`src/rtl/div_sequencer.sv`:
```
// rtl/div_sequencer.sv - multi-cycle signed/unsigned restoring divider with flush and fast paths
module div_sequencer #(
  parameter int WIDTH      = 32,
  parameter int COUNT_BITS = 6
) (
  input  logic             clock,
  input  logic             reset_n,
  input  logic             start,
  input  logic             is_signed,
  input  logic [WIDTH-1:0] numer,
  input  logic [WIDTH-1:0] denom,
  input  logic             flush,
  input  logic             ack,
  output logic             ready,
  output logic             busy,
  output logic             done,
  output logic [WIDTH-1:0] quotient,
  output logic [WIDTH-1:0] remainder,
  output logic             has_overflow
);

  typedef enum logic [2:0] {
    S_IDLE,
    S_PREP,
    S_RUN,
    S_FIX,
    S_DONE
  } state_t;

  localparam logic [WIDTH-1:0] MIN_NEG = {1'b1, {(WIDTH-1){1'b0}}};

  state_t                state, state_nxt;
  logic                  sgn_r;
  logic                  neg_q_r;
  logic                  neg_r_r;
  logic [WIDTH-1:0]      a_r;       // dividend, then shifts into the quotient
  logic [WIDTH-1:0]      b_r;       // divisor magnitude
  logic [WIDTH-1:0]      rem_r;     // partial remainder
  logic [COUNT_BITS-1:0] counter;

  logic                  denom_zero;
  logic                  signed_ovf;
  logic [WIDTH:0]        shifted;
  logic [WIDTH:0]        diff;
  logic                  borrow;

  assign ready = (state == S_IDLE);
  assign busy  = (state != S_IDLE);
  assign done  = (state == S_DONE);

  // Fast-path detection on the live operands and the single restoring step
  always_comb begin
    denom_zero = (denom == '0);
    signed_ovf = is_signed && (numer == MIN_NEG) && (denom == '1);
    shifted    = {rem_r, a_r[WIDTH-1]};
    diff       = shifted - {1'b0, b_r};
    borrow     = diff[WIDTH];
  end

  // State register
  always_ff @(posedge clock or negedge reset_n) begin
    if (!reset_n) begin
      state <= S_IDLE;
    end else begin
      state <= state_nxt;
    end
  end

  // Next-state logic; flush overrides every other request
  always_comb begin
    state_nxt = state;
    if (flush) begin
      state_nxt = S_IDLE;
    end else begin
      case (state)
        S_IDLE: begin
          if (start) begin
            state_nxt = (denom_zero || signed_ovf) ? S_DONE : S_PREP;
          end
        end
        S_PREP: state_nxt = S_RUN;
        S_RUN: begin
          if (counter == '0) begin
            state_nxt = S_FIX;
          end
        end
        S_FIX:  state_nxt = S_DONE;
        S_DONE: begin
          if (ack) begin
            state_nxt = S_IDLE;
          end
        end
        default: state_nxt = S_IDLE;
      endcase
    end
  end

  // Datapath: operand capture, magnitude prep, iteration and sign fix-up; results only move on DONE entry
  always_ff @(posedge clock or negedge reset_n) begin
    if (!reset_n) begin
      sgn_r        <= 1'b0;
      neg_q_r      <= 1'b0;
      neg_r_r      <= 1'b0;
      a_r          <= '0;
      b_r          <= '0;
      rem_r        <= '0;
      counter      <= '0;
      quotient     <= '0;
      remainder    <= '0;
      has_overflow <= 1'b0;
    end else if (!flush) begin
      case (state)
        S_IDLE: begin
          if (start) begin
            sgn_r <= is_signed;
            a_r   <= numer;
            b_r   <= denom;
            if (denom_zero) begin
              quotient     <= '1;
              remainder    <= numer;
              has_overflow <= 1'b1;
            end else if (signed_ovf) begin
              quotient     <= MIN_NEG;
              remainder    <= '0;
              has_overflow <= 1'b1;
            end
          end
        end
        S_PREP: begin
          if (sgn_r && a_r[WIDTH-1]) begin
            a_r <= -a_r;
          end
          if (sgn_r && b_r[WIDTH-1]) begin
            b_r <= -b_r;
          end
          neg_q_r <= sgn_r && (a_r[WIDTH-1] ^ b_r[WIDTH-1]);
          neg_r_r <= sgn_r && a_r[WIDTH-1];
          rem_r   <= '0;
          counter <= COUNT_BITS'(WIDTH - 1);
        end
        S_RUN: begin
          rem_r   <= borrow ? shifted[WIDTH-1:0] : diff[WIDTH-1:0];
          a_r     <= {a_r[WIDTH-2:0], ~borrow};
          counter <= counter - COUNT_BITS'(1);
        end
        S_FIX: begin
          quotient     <= neg_q_r ? -a_r : a_r;
          remainder    <= neg_r_r ? -rem_r : rem_r;
          has_overflow <= 1'b0;
        end
        default: ;
      endcase
    end
  end

endmodule

```
`config.mk`:
```
export PLATFORM = sky130hd
export DESIGN_NAME = div_sequencer
export DESIGN_NICKNAME = d
export VERILOG_FILES = /design/src/rtl/div_sequencer.sv
export SDC_FILE = /design/constraint.sdc
export NUM_CORES = 1
export LEC_CHECK = 0
export BUFFER_PORTS_ARGS = -buffer_cell sky130_fd_sc_hd__buf_2
export CAP_MARGIN = 10
export CELL_PAD_IN_SITES_DETAIL_PLACEMENT = 0
export CELL_PAD_IN_SITES_GLOBAL_PLACEMENT = 1
export CORE_UTILIZATION = 41
export DETAILED_ROUTE_END_ITERATION = 10
export PLACE_DENSITY = 0.83
export SYNTH_ARGS = -nofsm -noshare
export SYNTH_HDL_FRONTEND = slang
export SYNTH_SLANG_ARGS = --single-unit
```
`constraint.sdc`:
```
create_clock -name clock -period 3.17 [get_ports clock]
set_clock_uncertainty 0.1 [all_clocks]
set_input_delay 0.1585 -clock clock [delete_from_list [all_inputs] [get_ports clock]]
set_output_delay 0.1585 -clock clock [all_outputs]
set_load 0.1 [all_outputs]
```
== After elaboration in Yosys (flattened, before gate mapping) ==
Cells that the tools add are included.

* Bits in registers: 173
* Output and inout bits: 68
* Word-level logic and storage cells: 82

* Add/subtract/negate cells: 5
* Equal/unequal tests: 13
* Mux-type cells: 29
* Bitwise logic cells: 3
* Reductions and logical operators: 21

{| class="wikitable"
|+ Operator list
! operator !! count
|-
| $mux W32 || 13
|-
| $pmux W32 S2 || 4
|-
| $neg A32 Y32 || 3
|-
| $pmux W32 S3 || 1
|-
| $eq A32 B32 Y1 const B || 2
|-
| $sub A33 B32 Y33 || 1
|-
| $logic_not A32 Y1 || 1
|-
| $mux W3 || 5
|-
| $pmux W3 S5 || 1
|-
| $pmux W6 S2 || 1
|-
| $reduce_and A4 Y1 || 3
|-
| $ne A3 B3 Y1 const B || 3
|-
| $eq A3 B2 Y1 const B || 2
|-
| $logic_not A6 Y1 || 1
|-
| $ne A2 B2 Y1 const B || 3
|-
| $reduce_and A3 Y1 || 2
|-
| $reduce_bool A2 Y1 || 3
|-
| $reduce_bool A3 Y1 || 2
|-
| $sub A6 B1 Y6 const B || 1
|-
| $logic_and A1 B1 Y1 || 5
|-
| $reduce_and A2 Y1 || 2
|-
| $eq A3 B1 Y1 const B || 1
|-
| $eq A3 B3 Y1 const B || 1
|-
| $logic_not A3 Y1 || 1
|-
| 6 further kinds || 9
|}

== Logic depth before layout (Yosys ltp) ==
* Word-level depth: 8
* Gate-level depth with buffers: 14
* Depth with buffers taken out: 11

== Worst setup path before layout ==
OpenSTA, ideal clock, no wires.

* Path kind: flip-flop to flip-flop
* From: reg state[1]
* To: reg quotient[19]
* Setup time: 0.066 ns
* Data arrival time: 3.190 ns
* Setup slack: -0.186 ns
* Cell stages (with the launch flop): 9
* Buffers on the path: 2
* Path through: dfrtp_1 or3_1 inv_1 nand2_1 a211o_1 clkbuf_1 clkbuf_1 a211oi_1 a21o_1

* Word-level cells in the longest chain between the ends: 3
* Elaborated cells between the ends (all ways): 7

{| class="wikitable"
|+ RTL lines
! element !! line !! text
|-
| start: declaration || 32 || <nowiki>state_t state, state_nxt;</nowiki>
|-
| start signal: assignment || 65 || <nowiki>state <= state_nxt;</nowiki>
|-
| $logic_not A3 Y1 (*) || -- ||
|-
| named net ready || 14 || <nowiki>output logic ready,</nowiki>
|-
| $ne A3 B1 Y1 (no line), or another cell as far along || -- ||
|-
| $reduce_and A4 Y1 (no line) || -- ||
|-
| end signal: assignment || 147 || <nowiki>quotient <= neg_q_r ? -a_r : a_r;</nowiki>
|-
| end: declaration || 17 || <nowiki>output logic [WIDTH-1:0] quotient,</nowiki>
|}

Mark *: on every way through the listed nets, which the timed path passes. The rest lies on a longest branch.
A chain may end at the register's enable or synchronous reset.

== Worst setup path after layout ==
* From: reg b_r[22]
* To: reg rem_r[23]

* Word-level cells in the longest chain between the ends: 3

{| class="wikitable"
|+ RTL lines
! element !! line !! text
|-
| start: declaration || 37 || <nowiki>logic [WIDTH-1:0] b_r;</nowiki>
|-
| start signal: assignment || 117 || <nowiki>b_r <= denom;</nowiki>
|-
| start signal: assignment || 134 || <nowiki>b_r <= -b_r;</nowiki>
|-
| $sub A33 B32 Y33 || 56 || <nowiki>diff = shifted - {1'b0, b_r};</nowiki>
|-
| $mux W32 || 142 || <nowiki>rem_r <= borrow ? shifted[WIDTH-1:0] : diff[WIDTH-1:0];</nowiki>
|-
| $pmux W32 S2 || 112 || <nowiki>case (state)</nowiki>
|-
| end signal: assignment || 142 ||
|-
| end: declaration || 38 || <nowiki>logic [WIDTH-1:0] rem_r;</nowiki>
|}

Every way passes these cells.

==> results.sh <==
export IMPL_crit_fanout=9
export IMPL_synth_top_area_share_pct=36.5
export IMPL_synth_edf_count=0
export IMPL_std_cell_rows=61
export IMPL_routabilityCongestion=0.928
export IMPL_drt_wl_total_mm=40.7
export IMPL_min_path_type="input pin to register"
export IMPL_tightest_slew_ns=0.889
export IMPL_syn_nets=1515
export IMPL_diodes=0
export IMPL_fin_nets=1695
export IMPL_cts_buffers_inserted=17
export IMPL_cp_top_family="compound AO/OA/AOI/OAI gates"
export IMPL_synth_seq_cells=173
export IMPL_cts_setup_buffers=0
export IMPL_via_count=12000
export IMPL_worstPathArrival_ns=3.30
export IMPL_drive_gt1_share_pct=18.1
export IMPL_slew_headroom_pct=40.5
export IMPL_ff2ff_path_depth=11
export IMPL_track_usage_pct=27.5
export IMPL_vdd_drop_max_mv=0.524
export IMPL_antenna_found_initial=0
export IMPL_crit_slowest_cell="dfrtp_1"
export IMPL_dp_cells=1906
export IMPL_die_area_um2=29700
export IMPL_hold_viol=0
export IMPL_r2r_slack_ns=0.12
export IMPL_grt_remaining_overflow=0
export IMPL_die_h_um=172
export IMPL_worstReg2RegEnd="rem_r[23]"
export IMPL_setup_viol=0
export IMPL_path_class="register to register"
export IMPL_grt_pass1_vias=11100
export IMPL_clockRootBuffer="clkbuf_16"
export IMPL_startpoint_type="register"
export IMPL_syn_area_per_cell_um2=8.44
export IMPL_finalPower_uw=12600
export IMPL_synth_most_common_cell="dfrtp_1"
export IMPL_first_pass_iters=6
export IMPL_fmax_mhz=328
export IMPL_io_pins=138
export IMPL_synth_common_cells="dfrtp_1, nand2_1, o21ai_0"
export IMPL_r2r_start="b_r[22]"
export IMPL_floorplan_initialDensity_pct=42.2
export IMPL_rsz0062_at_grt="false"
export IMPL_wl_per_cell_um=20.6
export IMPL_period_needed_ns=3.05
export IMPL_synthArstFlopShare_pct=100
export IMPL_yosys_area_top_type="dfrtp_1"
export IMPL_holdPathStages=3
export IMPL_clk_pin_slew_worst_paths_ns=0.08
export IMPL_die_x_um=172
export IMPL_portBuffers=137
export IMPL_routed_via_density=6.08
export IMPL_path_cells="inv_1 > ha_2 > a21o_1 > o21a_1 > a311oi_2 > o21ai_1 > or2_1 > o311a_4 > nand2b_1 > buf_4 > o21ai_1"
export IMPL_crit_top_cell="o21ai_1"
export IMPL_drtIter0Drc=1186
export IMPL_p_leak_uw=0.00632
export IMPL_setup_tns_ns=0
export IMPL_drc_errors=0
export IMPL_critical_path_buf_inv_count=2
export IMPL_yosysWarnings=0
export IMPL_cap_violations=0
export IMPL_required_ns=3.42
export IMPL_postSynthCellCount=1407
export IMPL_min_to="a_r[4]"
export IMPL_synthToLayoutAreaGrowth_pct=21.5
export IMPL_p_per_area_nw_per_um2=874
export IMPL_final_max_slew_viol_count=0
export IMPL_synth_area_leaders="dfrtp_1, o21ai_0, nand2_1, xnor2_1, ha_1"
export IMPL_cts_tree="yes"
export IMPL_yosys_most_used_dff="dfrtp_1"
export IMPL_postRouteAntennaNets=0
export IMPL_status="completed"
export IMPL_grt_max_degree=81
export IMPL_htree_levels=4
export IMPL_core_um2=28200
export IMPL_final_cell_count_no_fill=1978
export IMPL_layout_setup_ws_ns=0.121
export IMPL_syn_area_um2=11900
export IMPL_cts_sinks=173
export IMPL_ys_seq_area_share_pct=36.5
export IMPL_grt_pass1_wl_mm=62.6
export IMPL_cts_buffer_depth=2
export IMPL_min_from="numer[4]"
export IMPL_yosysUniqueCellTypes=75
export IMPL_finalCritPeriodShare_pct=96.2
export IMPL_worstSkewPairLatency_ns=0.44
export IMPL_place_ws_ns=0.0118
export IMPL_whs_ns=0.0151
export IMPL_dpl_hpwl_mm=30.2
export IMPL_end_kind="register"
export IMPL_max_stage_delay_ns=0.41
layer usage:
layer / GRT usage, % / wire [µm] / up-vias / part of all wire, %
met2: 45.7 / 19300 / 499 / 47
met3: 3.91 / 2880 / 58 / 7.1
met1: 36.9 / 17600 / 5842 / 43
met4: 8.20 / 914 / 0 / 2.2
met5: 0 / 0 / - / 0
li1: - / - / 5632 / -
cell families after synthesis:
| logic type | after synthesis | synth area share [%] |
|---|---|---|
| multiplexers | 6 | 0.516 |
| adder cells (fa/ha/maj) | 38 | 4.07 |
| buffers and inverters | 147 | 4.71 |
| AND/OR/NAND/NOR | 447 | 19.0 |
| XOR/XNOR | 94 | 6.93 |
| flip-flops | 173 | 36.5 |
| AO/OA/AOI/OAI | 502 | 28.3 |
worst max path at each step:
stage                       start   endpoint  slack [ns]  depth (start not counted)
final                     b_r[22]  rem_r[23]        0.12                         11
after global routing      b_r[22]  rem_r[22]        0.03                         11
after CTS                 a_r[31]  rem_r[26]        0.06                         12
after detailed placement  b_r[22]  rem_r[26]        0.01                         11
after global placement    b_r[22]  rem_r[30]        0.10                         11
after floorplan           a_r[31]  rem_r[10]        0.02                         13
sequential cells by signal, summed over array words and instances, names as in the netlist:
name	count
a_r	32
b_r	32
counter	6
has_overflow	1
neg_q_r	1
neg_r_r	1
quotient	32
rem_r	32
remainder	32
sgn_r	1
state	3
stage by stage:
stage	utilization, %	instance area (µm²)
6_report	51.2	14400
5_1_grt	51.2	14400
4_1_cts	51.1	14400
3_5_place_dp	47.6	13400
3_3_place_gp	47.6	13400
2_1_floorplan	-	11900
placed cells by master, fill, tap and decap left out, drive strengths merged, types with 20 or more instances in the layout:
master       synthesis  layout
nand3               20      20
ha                  37      37
a21o                27      27
buf                  8     216
xor2                39      39
nor2                99      99
clkbuf              87      20
o31ai               22      22
a32oi               26      26
nand2              142     142
a222oi              22      22
a211oi              22      22
nor3                41      41
xnor2               55      55
or3                 20      20
o21ai              201     201
nor4                30      30
inv                 52      59
dfrtp              173     173
dlygate4sd3          0      40
a21oi               58      58
a22oi               25      25
power by group:
part / internal [µW] / switching (µW)
Sequential: 2790 / 666
Clock: 1110 / 1030
Combinational: 2340 / 4670
Total: 6250 / 6360
cell type report:
class	instances	area, µm²
fillers	2647	13700
multi-input cells	1087	7060
repair buffers	256	1790
well taps	378	473
flip-flops and latches	173	4330
clock buffers	20	467
inverters	52	199
clock inverters	12	120
worst register-to-register path, stage by stage, from the launching register on:
cell and delay, ns:
dfrtp_1 0.41, inv_1 0.10, ha_2 0.31, a21o_1 0.22, o21a_1 0.18, a311oi_2 0.31, o21ai_1 0.14, or2_1 0.29
o311a_4 0.34, nand2b_1 0.21, buf_4 0.21, o21ai_1 0.15
what timing repair did:
| item | CTS | global route |
|---|---|---|
| hold endpoints to repair | 106 | 0 |
| endpoints found under the setup margin | 2 | 34 |
| pin swaps | 0 | 1 |
| hold buffers | 40 | 0 |
| gates resized for setup | 1 | 6 |
| cloned | 0 | 0 |
No activity file was read; power rests on OpenSTA's default activity.
